--- src/rtl/mem_stage_pkg.sv ---
// mem_stage_pkg: RV32I load/store funct3 encodings and MEM stage FSM types
package rv32i_types;
  typedef enum logic [2:0] {
    LB  = 3'b000,
    LH  = 3'b001,
    LW  = 3'b010,
    LBU = 3'b100,
    LHU = 3'b101
  } load_funct3_t;
  typedef enum logic [2:0] {
    SB = 3'b000,
    SH = 3'b001,
    SW = 3'b010
  } store_funct3_t;
  function automatic logic misaligned(input logic [2:0] f3, input logic [1:0] off);
    return (f3[1:0] == 2'b01 && off[0]) || (f3[1:0] == 2'b10 && off != 2'b00);
  endfunction
endpackage

package mp4_types;
  typedef enum logic {
    MEM_IDLE = 1'b0,
    MEM_BUSY = 1'b1
  } mem_state_t;
endpackage

--- src/rtl/mem_stage_load_formatter.sv ---
// load_formatter: picks and extends the addressed byte/half/word of a load response
module load_formatter
  import rv32i_types::*;
(
  input  logic [31:0] rdata,
  input  logic [1:0]  offset,
  input  logic [2:0]  funct3,
  output logic [31:0] result
);
  logic [7:0]  b;
  logic [15:0] h;
  always_comb begin
    b = rdata[{offset, 3'b000} +: 8];
    h = offset[1] ? rdata[31:16] : rdata[15:0];
    result = funct3 == LB  ? {{24{b[7]}}, b} :
             funct3 == LBU ? {24'b0, b} :
             funct3 == LH  ? {{16{h[15]}}, h} :
             funct3 == LHU ? {16'b0, h} : rdata;
  end
endmodule

--- src/rtl/mem_stage.sv ---
// mem_stage: pipeline MEM stage with a blocking data-memory handshake, alignment traps and timeout
module mem_stage
  import mp4_types::*;
  import rv32i_types::*;
#(
  parameter int unsigned TIMEOUT_CYCLES = 255
) (
  input  logic        clk,
  input  logic        rst,
  input  logic        valid_EXMEM,
  input  logic        mem_read_EXMEM,
  input  logic        mem_write_EXMEM,
  input  logic [2:0]  funct3_EXMEM,
  input  logic [31:0] alu_out_EXMEM,
  input  logic [31:0] rs2_data_EXMEM,
  input  logic [31:0] wb_data_EXMEM,
  input  logic [4:0]  rd_EXMEM,
  input  logic        load_regfile_EXMEM,
  output logic [31:0] dmem_address,
  output logic        dmem_read,
  output logic        dmem_write,
  output logic [3:0]  dmem_wmask,
  output logic [31:0] dmem_wdata,
  input  logic [31:0] dmem_rdata,
  input  logic        dmem_resp,
  output logic        stall_mem,
  output logic        load_regfile_MEMWB,
  output logic [4:0]  rd_MEMWB,
  output logic [31:0] regfilemux_out_MEMWB,
  output logic        commit_MEMWB,
  output logic        trap_MEMWB
);
  localparam int CW = TIMEOUT_CYCLES > 1 ? $clog2(TIMEOUT_CYCLES) : 1;
  mem_state_t  state;
  logic [CW-1:0] cnt;
  logic [31:0] wdata_q, load_data, wdata_n;
  logic [3:0]  wmask_q, wmask_n;
  logic [2:0]  f3_q;
  logic [1:0]  off_q;
  logic [4:0]  rd_q;
  logic        lr_q, rd_op_q, wr_q;
  logic        busy, mem_op, mis, issue, timeout, done;
  always_comb begin
    busy = state == MEM_BUSY;
    mem_op = mem_read_EXMEM | mem_write_EXMEM;
    mis = misaligned(funct3_EXMEM, alu_out_EXMEM[1:0]);
    issue = !busy && valid_EXMEM && mem_op && !mis;
    timeout = busy && !dmem_resp && (TIMEOUT_CYCLES != 0) && cnt == CW'(TIMEOUT_CYCLES - 1);
    done = busy && (dmem_resp || timeout);
    stall_mem = rst && (issue || (busy && !done));
    dmem_read = busy && rd_op_q;
    dmem_write = busy && wr_q;
    dmem_wmask = dmem_write ? wmask_q : 4'b0000;
    dmem_wdata = wdata_q;
    wmask_n = funct3_EXMEM == SB ? 4'b0001 << alu_out_EXMEM[1:0] :
              funct3_EXMEM == SH ? 4'b0011 << {alu_out_EXMEM[1], 1'b0} : 4'b1111;
    wdata_n = funct3_EXMEM == SB ? {4{rs2_data_EXMEM[7:0]}} :
              funct3_EXMEM == SH ? {2{rs2_data_EXMEM[15:0]}} : rs2_data_EXMEM;
  end
  load_formatter u_fmt (
    .rdata (dmem_rdata),
    .offset(off_q),
    .funct3(f3_q),
    .result(load_data)
  );
  always_ff @(posedge clk or negedge rst) begin
    if (!rst) begin
      state <= MEM_IDLE;
      cnt <= '0;
      dmem_address <= '0;
      wdata_q <= '0;
      wmask_q <= '0;
      f3_q <= '0;
      off_q <= '0;
      rd_q <= '0;
      lr_q <= 1'b0;
      rd_op_q <= 1'b0;
      wr_q <= 1'b0;
      load_regfile_MEMWB <= 1'b0;
      rd_MEMWB <= '0;
      regfilemux_out_MEMWB <= '0;
      commit_MEMWB <= 1'b0;
      trap_MEMWB <= 1'b0;
    end else begin
      load_regfile_MEMWB <= 1'b0;
      commit_MEMWB <= 1'b0;
      trap_MEMWB <= 1'b0;
      if (busy) begin
        cnt <= cnt + 1'b1;
        if (done) begin
          state <= MEM_IDLE;
          commit_MEMWB <= 1'b1;
          trap_MEMWB <= timeout;
          load_regfile_MEMWB <= !timeout && rd_op_q && lr_q && rd_q != 5'd0;
          rd_MEMWB <= rd_q;
          regfilemux_out_MEMWB <= (rd_op_q && !timeout) ? load_data : 32'h0;
        end
      end else if (valid_EXMEM) begin
        rd_MEMWB <= rd_EXMEM;
        regfilemux_out_MEMWB <= mem_op ? 32'h0 : wb_data_EXMEM;
        if (!mem_op) begin
          commit_MEMWB <= 1'b1;
          load_regfile_MEMWB <= load_regfile_EXMEM && rd_EXMEM != 5'd0;
        end else if (mis) begin
          commit_MEMWB <= 1'b1;
          trap_MEMWB <= 1'b1;
        end else begin
          // latch the whole request so EX/MEM contents no longer matter while BUSY
          state <= MEM_BUSY;
          cnt <= '0;
          dmem_address <= {alu_out_EXMEM[31:2], 2'b00};
          wdata_q <= wdata_n;
          wmask_q <= wmask_n;
          f3_q <= funct3_EXMEM;
          off_q <= alu_out_EXMEM[1:0];
          rd_q <= rd_EXMEM;
          lr_q <= load_regfile_EXMEM;
          rd_op_q <= mem_read_EXMEM;
          wr_q <= mem_write_EXMEM && !mem_read_EXMEM;
        end
      end
    end
  end
endmodule

--- config.mk ---
export PLATFORM = sky130hd
export DESIGN_NAME = mem_stage
export DESIGN_NICKNAME = d
export VERILOG_FILES = /design/src/rtl/mem_stage_pkg.sv /design/src/rtl/mem_stage_load_formatter.sv /design/src/rtl/mem_stage.sv
export SDC_FILE = /design/constraint.sdc
export NUM_CORES = 1
export LEC_CHECK = 0
export ABC_AREA = 0
export CORE_ASPECT_RATIO = 1.25
export CORE_UTILIZATION = 40
export DETAILED_ROUTE_END_ITERATION = 6
export PLACE_DENSITY = 0.76
export SKIP_LAST_GASP = 1
export SYNTH_ARGS = -nofsm -noshare
export SYNTH_HDL_FRONTEND = slang
export SYNTH_SLANG_ARGS = --single-unit
--- constraint.sdc ---
create_clock -name clk -period 4.5 [get_ports clk]
set_input_delay 0.9 -clock clk [delete_from_list [all_inputs] [get_ports clk]]
set_output_delay 0.9 -clock clk [all_outputs]
set_load 0.02 [all_outputs]
==> flow_summary.json <==
{
  "wl_um": 19900,
  "dieArea_um2": 16500,
  "power.density_nw_per_um2": 647,
  "drc_errors": 0,
  "clockRootBuffer": "clkbuf_16",
  "cp.required_ns": 3.60,
  "synth_ff_type": "dfrtp_1",
  "ys_seq_elements": 128,
  "critPathLaunchType": "primary input",
  "status": "completed",
  "clkTransAtPathRegs_ns": 0.06,
  "r2r_start": "busy",
  "track_usage_pct": 25.0,
  "place_ws_ns": 0.492,
  "start_util_pct": 41.0,
  "grt_pass1_vias": 5913,
  "crit_path_max_fanout": 5,
  "vias": 6063,
  "rows": 51,
  "cts.path.max_buffers": 2,
  "overflow": 0,
  "synth_area_leaders": "dfrtp_1 (50%), nand2_1 (14%), mux2i_1 (5.2%)",
  "fillers": 1394,
  "vdd_drop_max_mv": 0.392,
  "p_leak_uw": 0.00412,
  "wl_per_cell_um": 16.8,
  "core_area_um2": 15600,
  "die_w_um": 115,
  "cp-startpoint": "funct3_EXMEM[0]",
  "place.detailed.hpwl_um": 14400,
  "die_height_um": 143,
  "fmax_mhz": 250,
  "postRouteAntennaNets": 0,
  "synth_area_um2": 6380,
  "grt_pass1_wl_um": 31300,
  "cp-end-kind": "output pin",
  "port_buffers": 251,
  "viasPerCell": 5.12,
  "avgSynthCellArea_um2": 8.80,
  "period_minus_slack_ns": 4.01,
  "crit_type": "primary input to output pin",
  "multi_input_area_um2": 2910,
  "drt_first_pass_iters": 7,
  "layout_setup_ws_ns": 0.495,
  "max_slew_margin_pct": 35.4,
  "clock-sinks": 128,
  "gp_congestion": 0.843,
  "hold_viol_final": 0,
  "synth_edf_count": 0,
  "cp.arrival_ns": 3.11,
  "num_antenna_cells": 0,
  "cts.hold.buffers_added": 0,
  "finalMaxSlewViolations": 0,
  "max_cap_violations": 0,
  "synthCells": 725,
  "yosysWarnings": 0,
  "ys_seq_area_share_pct": 50.2,
  "area_growth_pct": 50.5,
  "antenna_found_initial": 0,
  "regToRegEndpoint": "regfilemux_out_MEMWB[17]",
  "numCtsBuffers": 17,
  "period_share_pct": 89.0,
  "drt_iter0_drc": 409,
  "total_power_uw": 6210,
  "rsz0062_at_grt": "false",
  "synth_top_area_share_pct": 50.2,
  "fin_skew_ns": 0.00766,
  "cts_resized": 0,
  "reg2reg_depth": 6,
  "yosys.area.top_type": "dfrtp_1",
  "synthArstFlopShare_pct": 100,
  "final_nets": 1104,
  "worst_pin_slew_ns": 0.968,
  "grt_max_degree": 69,
  "fin_setup_tns_ns": 0,
  "htreeDepth": 4,
  "crit_end": "stall_mem",
  "clock_latency_ns": 0.42,
  "setup_violations": 0,
  "worstHoldPathType": "flop to flop",
  "ys_types": 56,
  "drive_gt1_share_pct": 6.48,
  "cts_setup_buffers": 0,
  "seq_area_um2": 3200,
  "cts_tree": "yes",
  "r2r_slack_ns": 1.81,
  "ios": 254
}
## worst max-delay path, stage by stage
cell             delay [ns]
clkdlybuf4s50_1        0.60
and3b_4                0.26
a211oi_4               0.27
nor2_1                 0.12
nor2b_1                0.17
and2_1                 0.14
clkdlybuf4s50_1        0.64
## kinds of logic after synthesis
| kind of cell | synth area share, % |
|---|---|
| flops | 50.2 |
| simple gates | 21.8 |
| xor+xnor | 0.667 |
| mux | 5.71 |
| compound gates | 16.7 |
| fa+ha+maj | 0.392 |
| other cells | 0.0588 |
| buf+inv | 4.47 |
## state kept, by name, summed over array words and instances, names as in the netlist, 2 cells and up
name,flops
cnt,8
dmem_address,30
rd_MEMWB,5
dmem_wdata,32
f3_q,3
off_q,2
regfilemux_out_MEMWB,32
wmask_q,4
rd_q,5
## cell usage in the layout (no fill, tap or decap), types with 3 or more instances in the layout
master and n:
clkbuf_16 17, o32ai_1 5, o21ai_0 57, nor2b_1 4
o22a_1 11, buf_4 12, mux2i_1 33, a21oi_2 3
and3_1 6, clkdlybuf4s50_1 250, nand2b_1 3, xor2_1 3
o211ai_1 7, a21oi_1 24, a31oi_1 13, inv_1 12
nand2_1 230, or3_1 4, dfrtp_1 128, a22o_1 3
nand3_1 6, nand4_1 4, nor3_1 7, nor2_1 55
a221o_1 3, a22oi_1 7, and2_1 4, a41oi_1 12
inv_6 4, clkinvlp_4 3
## synth_stat cells (9+ instances only)
cell type  instances
nand2_1          232
dfrtp_1          128
o22a_1            11
buf_4              9
a21oi_1           24
clkbuf_1          22
a41oi_1           12
o21ai_0           57
mux2i_1           33
buf_2             15
a31oi_1           13
nor2_1            55
inv_1             12
## power by group
part	leakage [µW]	total (µW)	internal [µW]	switching (µW)
Clock	0.000280	1380	825	556
Combinational	0.00226	2780	1300	1480
Sequential	0.00157	2050	1650	398
Total	0.00412	6210	3780	2430
## metal layers
layer | wire (µm) | up-vias | track usage, %
li1 | - | 2954 | -
met3 | 1980 | 35 | 9.34
met5 | 0 | - | 0
met4 | 527 | 0 | 10.3
met2 | 9640 | 293 | 41.1
met1 | 7730 | 2781 | 29.4
## final cells by class
| cell class | count | area share [%] |
|---|---|---|
| clock buffers | 18 | 4.47 |
| clock inverters | 14 | 1.63 |
| inverters | 12 | 0.469 |
| multi-input cells | 538 | 30.3 |
| flip-flops and latches | 128 | 33.4 |
| well taps | 212 | 2.76 |
| repair buffers | 262 | 27.0 |
## metrics by stage
step	hold slack [ns]	cells	cell area [µm²]	util, %
after floorplan	0.438	726	6380	-
after global placement	0.455	1152	9010	57.9
after detailed placement	0.461	1152	9010	57.9
after CTS	0.477	1184	9600	61.6
after global routing	0.493	1184	9600	61.6
final	0.472	1184	9600	61.6
## how the worst min path moves through the flow
stage                     startpoint               end  slack [ns]  depth (start not counted)
floorplan                    rd_op_q           rd_op_q        0.44                          2
global placement             rd_op_q           rd_op_q        0.45                          2
detailed placement  dmem_address[15]  dmem_address[15]        0.46                          2
CTS                 dmem_address[11]  dmem_address[11]        0.48                          2
global route         dmem_address[6]   dmem_address[6]        0.49                          2
finish              dmem_address[31]  dmem_address[31]        0.47                          2
Power figures use the tool's default switching activity.
